--- src/rtl/sweep_sched_pkg.sv ---
// Shared encodings for the sweep scheduler: mode values, DDS ramp register
// addresses, FSM states and the latched command frame.
package sweep_sched_pkg;

   localparam logic [1:0] MODE_STOP  = 2'd0;
   localparam logic [1:0] MODE_BAND1 = 2'd1;
   localparam logic [1:0] MODE_BAND2 = 2'd2;
   localparam logic [1:0] MODE_ALT   = 2'd3;

   localparam logic [1:0] ADDR_LOWER = 2'd0;
   localparam logic [1:0] ADDR_UPPER = 2'd1;
   localparam logic [1:0] ADDR_STEP  = 2'd2;
   localparam logic [1:0] ADDR_RATE  = 2'd3;

   typedef enum logic [3:0] {
      S_IDLE,
      S_LOAD,
      S_CFG,
      S_WR_LO,
      S_WR_HI,
      S_WR_STEP,
      S_WR_RATE,
      S_IOUPD,
      S_SWEEP,
      S_DROP
   } state_e;

   // Decoded command frame as held in the shadow registers.
   typedef struct packed {
      logic [31:0] lo1;
      logic [31:0] hi1;
      logic [31:0] lo2;
      logic [31:0] hi2;
      logic [31:0] step;
      logic [15:0] rate;
      logic [31:0] period;
      logic [1:0]  mode;
      logic        rf_switch;
   } frame_t;

   // A programmed period of zero ticks is treated as one tick.
   function automatic logic [31:0] period_eff(input logic [31:0] p);
      return (p == 32'd0) ? 32'd1 : p;
   endfunction

endpackage

--- src/rtl/sweep_timer.sv ---
// Sweep window timer: a prescaler producing one tick every PRESCALE cycles and
// a period counter of ticks. start marks the first cycle of the window; done
// is high in the last cycle, max(period,1)*PRESCALE cycles after start.
module sweep_timer
   import sweep_sched_pkg::*;
#(
   parameter int unsigned PRESCALE = 100
) (
   input  logic        clk,
   input  logic        rst,
   input  logic        start,
   input  logic [31:0] period,
   output logic        done
);

   logic [15:0] pre_q;
   logic [31:0] per_q;
   logic        run_q;
   logic        active;
   logic        pre_wrap;

   // Counters rest at zero while idle, so the start cycle is already count 0.
   assign active   = start | run_q;
   assign pre_wrap = (pre_q == 16'(PRESCALE - 1));
   assign done     = active & pre_wrap & (per_q == (period_eff(period) - 32'd1));

   // Advance prescaler and tick counter while the window is open.
   always_ff @(posedge clk) begin
      if (!rst) begin
         pre_q <= '0;
         per_q <= '0;
         run_q <= 1'b0;
      end else if (done) begin
         pre_q <= '0;
         per_q <= '0;
         run_q <= 1'b0;
      end else if (active) begin
         run_q <= 1'b1;
         if (pre_wrap) begin
            pre_q <= '0;
            per_q <= per_q + 32'd1;
         end else begin
            pre_q <= pre_q + 16'd1;
         end
      end
   end

endmodule

--- src/rtl/sweep_sched.sv ---
// Sweep scheduler: accepts a decoded frame from the depacketiser, programs the
// DDS ramp registers word by word, then runs timed sweeps with DRCTL, swapping
// bands at every sweep boundary in alternate mode.
module sweep_sched
   import sweep_sched_pkg::*;
#(
   parameter int unsigned PRESCALE = 100,
   parameter int unsigned DROP_CYC = 4
) (
   input  logic        clk,
   input  logic        rst,
   input  logic        ready,
   output logic        load,
   input  logic [31:0] ftw_lower_1,
   input  logic [31:0] ftw_upper_1,
   input  logic [31:0] ftw_lower_2,
   input  logic [31:0] ftw_upper_2,
   input  logic [31:0] sweep_step,
   input  logic [15:0] sweep_rate,
   input  logic [31:0] resweep_period,
   input  logic [1:0]  mode,
   input  logic        rf_switch,
   output logic        wr_valid,
   input  logic        wr_ready,
   output logic [1:0]  wr_addr,
   output logic [31:0] wr_data,
   output logic        io_update,
   output logic        drctl,
   output logic        rf_en,
   output logic        band,
   output logic        busy
);

   state_e      state_q;
   frame_t      frame_q;
   frame_t      frame_in;
   logic        load_q;
   logic        wr_valid_q;
   logic [1:0]  wr_addr_q;
   logic [31:0] wr_data_q;
   logic        io_update_q;
   logic        drctl_q;
   logic        rf_en_q;
   logic        band_q;
   logic        start_q;
   logic [7:0]  drop_q;
   logic        timer_done;

   assign frame_in = '{lo1: ftw_lower_1, hi1: ftw_upper_1, lo2: ftw_lower_2,
                       hi2: ftw_upper_2, step: sweep_step, rate: sweep_rate,
                       period: resweep_period, mode: mode, rf_switch: rf_switch};

   assign load      = load_q;
   assign wr_valid  = wr_valid_q;
   assign wr_addr   = wr_addr_q;
   assign wr_data   = wr_data_q;
   assign io_update = io_update_q;
   assign drctl     = drctl_q;
   assign rf_en     = rf_en_q;
   assign band      = band_q;
   assign busy      = (state_q != S_IDLE);

   sweep_timer #(
      .PRESCALE (PRESCALE)
   ) u_timer (
      .clk    (clk),
      .rst    (rst),
      .start  (start_q),
      .period (frame_q.period),
      .done   (timer_done)
   );

   // Control FSM: handshake, register programming and sweep scheduling.
   always_ff @(posedge clk) begin
      if (!rst) begin
         state_q     <= S_IDLE;
         frame_q     <= '0;
         load_q      <= 1'b0;
         wr_valid_q  <= 1'b0;
         wr_addr_q   <= '0;
         wr_data_q   <= '0;
         io_update_q <= 1'b0;
         drctl_q     <= 1'b0;
         rf_en_q     <= 1'b0;
         band_q      <= 1'b0;
         start_q     <= 1'b0;
         drop_q      <= '0;
      end else begin
         load_q      <= 1'b0;
         io_update_q <= 1'b0;
         start_q     <= 1'b0;
         case (state_q)
            S_IDLE: begin
               if (ready) begin
                  frame_q <= frame_in;
                  load_q  <= 1'b1;
                  state_q <= S_LOAD;
               end
            end
            S_LOAD: state_q <= S_CFG;
            S_CFG: begin
               rf_en_q <= frame_q.rf_switch & (frame_q.mode != MODE_STOP);
               band_q  <= (frame_q.mode == MODE_BAND2);
               if (frame_q.mode == MODE_STOP) begin
                  drctl_q <= 1'b0;
                  state_q <= S_IDLE;
               end else begin
                  state_q <= S_WR_LO;
               end
            end
            // Each write state first presents its word, then waits for accept;
            // entering the next state with valid low gives the one-cycle gap.
            S_WR_LO: begin
               if (!wr_valid_q) begin
                  wr_valid_q <= 1'b1;
                  wr_addr_q  <= ADDR_LOWER;
                  wr_data_q  <= band_q ? frame_q.lo2 : frame_q.lo1;
               end else if (wr_ready) begin
                  wr_valid_q <= 1'b0;
                  state_q    <= S_WR_HI;
               end
            end
            S_WR_HI: begin
               if (!wr_valid_q) begin
                  wr_valid_q <= 1'b1;
                  wr_addr_q  <= ADDR_UPPER;
                  wr_data_q  <= band_q ? frame_q.hi2 : frame_q.hi1;
               end else if (wr_ready) begin
                  wr_valid_q <= 1'b0;
                  state_q    <= S_WR_STEP;
               end
            end
            S_WR_STEP: begin
               if (!wr_valid_q) begin
                  wr_valid_q <= 1'b1;
                  wr_addr_q  <= ADDR_STEP;
                  wr_data_q  <= frame_q.step;
               end else if (wr_ready) begin
                  wr_valid_q <= 1'b0;
                  state_q    <= S_WR_RATE;
               end
            end
            S_WR_RATE: begin
               if (!wr_valid_q) begin
                  wr_valid_q <= 1'b1;
                  wr_addr_q  <= ADDR_RATE;
                  wr_data_q  <= {16'h0000, frame_q.rate};
               end else if (wr_ready) begin
                  wr_valid_q  <= 1'b0;
                  io_update_q <= 1'b1;
                  state_q     <= S_IOUPD;
               end
            end
            S_IOUPD: begin
               drctl_q <= 1'b1;
               start_q <= 1'b1;
               state_q <= S_SWEEP;
            end
            S_SWEEP: begin
               if (timer_done) begin
                  drctl_q <= 1'b0;
                  drop_q  <= '0;
                  state_q <= S_DROP;
               end
            end
            S_DROP: begin
               if (drop_q == 8'(DROP_CYC - 1)) begin
                  if (ready) begin
                     frame_q <= frame_in;
                     load_q  <= 1'b1;
                     state_q <= S_LOAD;
                  end else if (frame_q.mode == MODE_ALT) begin
                     band_q  <= ~band_q;
                     state_q <= S_WR_LO;
                  end else begin
                     drctl_q <= 1'b1;
                     start_q <= 1'b1;
                     state_q <= S_SWEEP;
                  end
               end else begin
                  drop_q <= drop_q + 8'd1;
               end
            end
            default: state_q <= S_IDLE;
         endcase
      end
   end

endmodule

--- config.mk ---
export PLATFORM = sky130hd
export DESIGN_NAME = sweep_sched
export DESIGN_NICKNAME = d
export VERILOG_FILES = /design/src/rtl/sweep_sched_pkg.sv /design/src/rtl/sweep_timer.sv /design/src/rtl/sweep_sched.sv
export SDC_FILE = /design/constraint.sdc
export NUM_CORES = 1
export LEC_CHECK = 0
export CORE_MARGIN = 2
export CORE_UTILIZATION = 49
export CTS_BUF_LIST = sky130_fd_sc_hd__clkbuf_4 sky130_fd_sc_hd__clkbuf_8
export DETAILED_ROUTE_END_ITERATION = 10
export GPL_ROUTABILITY_DRIVEN = 0
export HOLD_SLACK_MARGIN = 0.02
export PLACE_DENSITY = 0.83
export SLEW_MARGIN = 20
export SYNTH_ARGS = -nofsm -noshare
export SYNTH_HDL_FRONTEND = slang
export SYNTH_SLANG_ARGS = --single-unit
--- constraint.sdc ---
create_clock -name clk -period 4.35 [get_ports clk]
set_clock_uncertainty 0.2 [all_clocks]
set_input_delay 0.6525 -clock clk [delete_from_list [all_inputs] [get_ports clk]]
set_output_delay 0.6525 -clock clk [all_outputs]
set_load 0.02 [all_outputs]
# Word level (Yosys, flattened, before mapping)
# Index checks and enable logic that the tools add are counted.
dict set report op_classes {
  mux 55
  reduce_logical 20
  n_bitwise 6
  eq_ne 34
  addsub 4
}
# cell n
set op_table {}
lappend op_table {{211-bit 2-to-1 mux} 2}
lappend op_table {{211-bit case mux with 2 select lines} 1}
lappend op_table {{32-bit 2-to-1 mux} 7}
lappend op_table {{32-bit case mux with 4 select lines} 1}
lappend op_table {{4-bit 2-to-1 mux} 13}
lappend op_table {{2-bit inequality test (second input constant)} 20}
lappend op_table {{4-bit case mux with 10 select lines} 1}
lappend op_table {{32-bit by 1-bit adder with 32-bit output (second input constant)} 1}
lappend op_table {{32-bit equality test} 1}
lappend op_table {{32-bit logical NOT} 1}
lappend op_table {{32-bit by 1-bit subtractor with 32-bit output (second input constant)} 1}
lappend op_table {{16-bit by 1-bit adder with 16-bit output (second input constant)} 1}
lappend op_table {{16-bit by 7-bit equality test with 1-bit output (second input constant)} 1}
lappend op_table {{4-bit by 3-bit equality test with 1-bit output (second input constant)} 4}
lappend op_table {{1-bit 2-to-1 mux} 16}
lappend op_table {{16-bit 2-to-1 mux} 1}
lappend op_table {{8-bit 2-to-1 mux} 2}
lappend op_table {{8-bit case mux with 2 select lines} 1}
lappend op_table {{4-bit nonzero test} 3}
lappend op_table {{11-bit AND reduction} 1}
lappend op_table {{2-bit 2-to-1 mux} 5}
lappend op_table {{8-bit by 1-bit adder with 8-bit output (second input constant)} 1}
lappend op_table {{4-bit by 2-bit equality test with 1-bit output (second input constant)} 2}
lappend op_table {{4-bit equality test (second input constant)} 2}
lappend op_table {{19 further kinds} 30}
dict set report totals {
  output_inout_bits 41
  reg_bits 313
}

# Depth between registers and ports, before layout
dict set report depth {
  word_depth 7
  ltp_mapped 15
  ltp_nobuf 13
}

# By module
# From an unflattened synthesis, not the netlist that was laid out.
dict set report unflattened {
  hier_cells 1836
  area_unflattened_um2 15647.5
}
# module cells_each seq_area_each_um2 area_per_inst_um2 n_inst
set modules_own_cells {}
lappend modules_own_cells {sweep_sched 1367 5285.1 12074.1 1}
lappend modules_own_cells {sweep_timer 469 980.9 3573.4 1}

# Worst setup path after synthesis
# No wires, ideal clock.
dict set report synth_path {
  path_kind {register -> register}
  start {reg frame_q[29] (netlist bit)}
  end {reg u_timer.run_q}
  setup_time_ns 0.123
  setup_slack_ns 0.194
  t_required_ns 4.027
  n_path_buf 3
  stages_incl_launch_ff 16
  t_arrival_ns 3.833
  cell_sequence {dfxtp_1 buf_6 or3_4 or4_4 or4_1 nor2b_1 ha_1 clkbuf_1 xor2_1 o21ai_0 a21oi_1 or4_1 nor4_2 a31o_4 buf_12 nor2_2}
}
dict set report synth_between {
  elab_chain_len 6
}
# item line
set synth_rtl {}
lappend synth_rtl {{start: declaration} sweep_sched.sv:35} ;# frame_t frame_q;
lappend synth_rtl {{start signal: assignment} sweep_sched.sv:95} ;# frame_q <= frame_in;
lappend synth_rtl {{start signal: assignment} sweep_sched.sv:169} ;# frame_q <= frame_in;
lappend synth_rtl {{32-bit logical NOT} sweep_sched_pkg.sv:43} ;# return (p == 32'd0) ? 32'd1 : p;
lappend synth_rtl {{32-bit 2-to-1 mux (*)} sweep_sched_pkg.sv:43}
lappend synth_rtl {{32-bit by 1-bit subtractor with 32-bit output (*)} sweep_timer.sv:25} ;# assign done = active & pre_wrap & (per_q == (period_eff(period) - 32'd1));
lappend synth_rtl {{32-bit equality test (*)} sweep_timer.sv:25}
lappend synth_rtl {{1-bit AND (*)} sweep_timer.sv:25}
lappend synth_rtl {{2-bit OR reduction (no source line) (*)} n/a}
lappend synth_rtl {{end signal: assignment} sweep_timer.sv:32} ;# run_q <= 1'b0;
lappend synth_rtl {{end signal: assignment} sweep_timer.sv:36} ;# run_q <= 1'b0;
lappend synth_rtl {{end signal: assignment} sweep_timer.sv:38} ;# run_q <= 1'b1;
lappend synth_rtl {{end: declaration} sweep_timer.sv:18} ;# logic run_q;
# Mark *: on every way between the ends. The rest lies on a longest branch, timed or not.
# A chain may end at the register's enable or synchronous reset.

# Worst setup path in the final report
# Same ends and word-level chain as after synthesis.

==> metrics.yaml <==
run_status:
  run_status: "finished with violations"
  violations: "setup timing"
pwr:
  cellPowerDensity_nw_per_um2: 494
  leakage_nw: 6.59
  ir_drop_v: 0.000305
timing:
  rsz0062_at_grt: "true"
  hold_viol: 0
  final_max_slew_viol_count: 0
  worst_pin_slew_ns: 0.871
  timing.slew.headroom_pct: 41.9
  setup_tns_ns: -0.693
  setup_ws_ns: -0.0538
  fmax_mhz: 227
  finalSetupViolCount: 30
  period_needed_ns: 4.40
  finalCritPeriodShare_pct: 101
yosys:
  synth-simple-area-share_pct: 23.8
  synth_compound_area_share_pct: 17.2
  synth_cell_types: 68
  synthArstFlopShare_pct: 0
  synthAdderAreaFrac_pct: 0.350
  yosys.area_share.xor_xnor_pct: 5.39
  synth_top_family_by_area: "simple AND/OR/NAND/NOR gates"
  synth.net_count: 2045
  netlist_instances: 1826
  synthFlopType: "dfxtp_1"
  netlist_area_um2: 14300
  ys_ff_latch: 313
  syn_avg_cell_area_um2: 7.83
  synthMuxAreaShare_pct: 5.06
  ys_seq_area_share_pct: 43.8
  yosysWarnings: 0
  synth_edf_count: 0
final_layout:
  fin_nets: 2259
  final_area_um2: 18400
  drive_gt1_share_pct: 9.18
  fillers: 2407
  postLayoutCoreUtil_pct: 64.0
  area_growth_pct: 28.5
floorplan:
  placementRows: 62
  die_h_um: 175
  ios: 256
  core-area_um2: 28700
  start_util_pct: 49.8
  die-area_um2: 30500
  die_w_um: 175
grt:
  grt_max_degree: 170
  antenna_found_initial: 2
  grt_pass1_vias: 13069
  grt_use_total_pct: 26.6
  overflow: 0
  grt_pass1_wl_mm: 66.4
detailed_routing:
  wl_met1_mm: 17.7
  ant_nets: 0
  drt-initial-drc-count: 1218
  viasPerCell: 5.66
  wl_met2_mm: 19.4
  maxUsedRoutingLayer: "met4"
  routed-via-count: 13966
  drt-wirelength-per-cell_um: 17.2
  drcViolationCount: 0
  drt-total-wl_mm: 42.5
  dr.pass1.iters: 5
  wl_met3_mm: 3.93
critical_path:
  crit_top_cell: "or4_4"
  path_buf_inv: 2
  endpoint_kind: "flop"
  required_ns: 4.61
  crit_chain: "or3_4, or4_4, or4_4, nor2b_4, ha_4, xor2_1, o21ai_1, nor3_1, o211ai_1, or4_4, nor4_4, buf_4, a31o_4, clkbuf_16, nor2_2"
  cp-start-kind: "flop"
  critPathTopFamily: "simple AND/OR/NAND/NOR gates"
  criticalPathCategory: "flop to flop"
  slowest_delay_ns: 0.50
  cp_max_fo: 7
  arrival_ns: 4.66
  crit_slowest_cell: "or4_4"
clock_network:
  clk_path_buf_depth: 3
  hold_buffers: 0
  root_buffer: "clkbuf_8"
  clkTransAtPathRegs_ns: 0.06
  ctsHtreeMaxLevel: 2
  clock-sinks: 313
  clock_latency_ns: 0.59
  cts_buffers: 52
  cts_tree: "built"
min_path:
  hold_class: "flop to flop"
job:
  maxCapViolCount: 0
placement:
  place_area_um2: 17100
  dp_hpwl_mm: 29.5
  portBuffers: 255
==> worst paths after layout <==
kind	start	to	slack [ns]	depth (start not counted)
min	frame_q[188]	frame_q[188]	0.25	2
max	frame_q[29]	u_timer.run_q	-0.05	15
min reg2reg	frame_q[188]	frame_q[188]	0.25	2
max reg2reg	frame_q[29]	u_timer.run_q	-0.05	15
==> metrics by stage <==
stage | power [W] | setup WS [ns] | std cells | hold slack [ns]
final | 0.00908 | -0.0538 | 2467 | 0.252
after global routing | 0.00954 | -0.151 | 2466 | 0.270
after CTS | 0.00902 | 0.00533 | 2461 | 0.255
after detailed placement | 0.00620 | -0.0393 | 2367 | 0.247
after global placement | 0.00613 | -0.0240 | 2367 | 0.240
after floorplan | 0.00531 | 0.194 | 1826 | 0.233
==> sequential cells by signal, indices dropped and copies added, names as in the netlist <==
name,cells
rf_en,1
frame_q,211
band,1
drop_q,8
io_update,1
u_timer.per_q,32
drctl,1
start_q,1
u_timer.pre_q,16
state_q,4
wr_addr,2
load,1
wr_data,32
wr_valid,1
u_timer.run_q,1
==> tightest hold or removal path: cells and delay by family (launching register included) <==
kind,cells,cell delay [ns]
flip-flops,1,0.31
AO/OA/AOI/OAI,1,0.05
AND/OR/NAND/NOR,1,0.05
==> cell usage after synthesis (12+ instances only) <==
library cell / n / area (um^2)
a211oi_1: 20 / 150
xnor2_1: 44 / 385
nor2_1: 116 / 435
xor2_1: 44 / 385
dfxtp_1: 313 / 6270
nand3_1: 41 / 205
nor3_1: 24 / 120
nand4_1: 24 / 150
a21oi_1: 291 / 1460
o21ai_0: 49 / 245
nand2_1: 476 / 1790
inv_1: 12 / 45.0
mux2i_1: 52 / 521
clkbuf_1: 118 / 443
mux2_2: 18 / 203
o22ai_1: 19 / 119
a221oi_1: 16 / 140
==> per-layer routing <==
layer,track usage (%),vias to the layer above
met1,35.2,6479
met4,10.0,0
met3,5.79,114
met2,42.6,690
met5,0,-
li1,-,6683
==> logic make-up after synthesis <==
family | Yosys count
AOI/OAI and AO/OA | 432
xor gates and xnor gates | 88
adders and majority gates | 4
buffers and inverters | 145
DFF | 313
muxes | 70
and+or+nand+nor | 774
==> power by group <==
part	leakage, nW	internal (W)	switching [W]
Combinational	3.42	0.00109	0.00163
Sequential	2.55	0.00323	0.000299
Clock	0.611	0.00161	0.00122
==> timing repair <==
item                                    4_1_cts  5_1_grt
setup buffers                                 0        0
endpoints found under the setup margin        2       43
cloned                                        0        3
pin swaps                                     0        5
resized for setup                             1       11
==> final cells by class <==
cell class,count,area (um^2),share of cell area [%]
multi-input combinational,1368,7470,40.6
sequential,313,6270,34.1
timing repair buffer,292,2930,16.0
clock buffer,81,1010,5.52
tap,384,480,2.62
clock inverter,13,143,0.777
inverter,13,56.3,0.307
antenna,3,7.51,0.0409
==> cells in the final DEF, fill, tap and decap left out, types with 16 or more instances in the layout <==
cell	instances
mux2_2	18
nand3_1	41
nand2_1	474
xor2_1	44
nand4_1	24
buf_4	29
dfxtp_1	312
clkbuf_8	65
mux2i_1	52
o21ai_0	48
o22ai_1	19
a221oi_1	16
a21oi_1	291
clkbuf_4	16
xnor2_1	44
nor3_1	23
a211oi_1	20
clkdlybuf4s50_1	255
nor2_1	116
No activity file was read; power rests on OpenSTA's default activity.
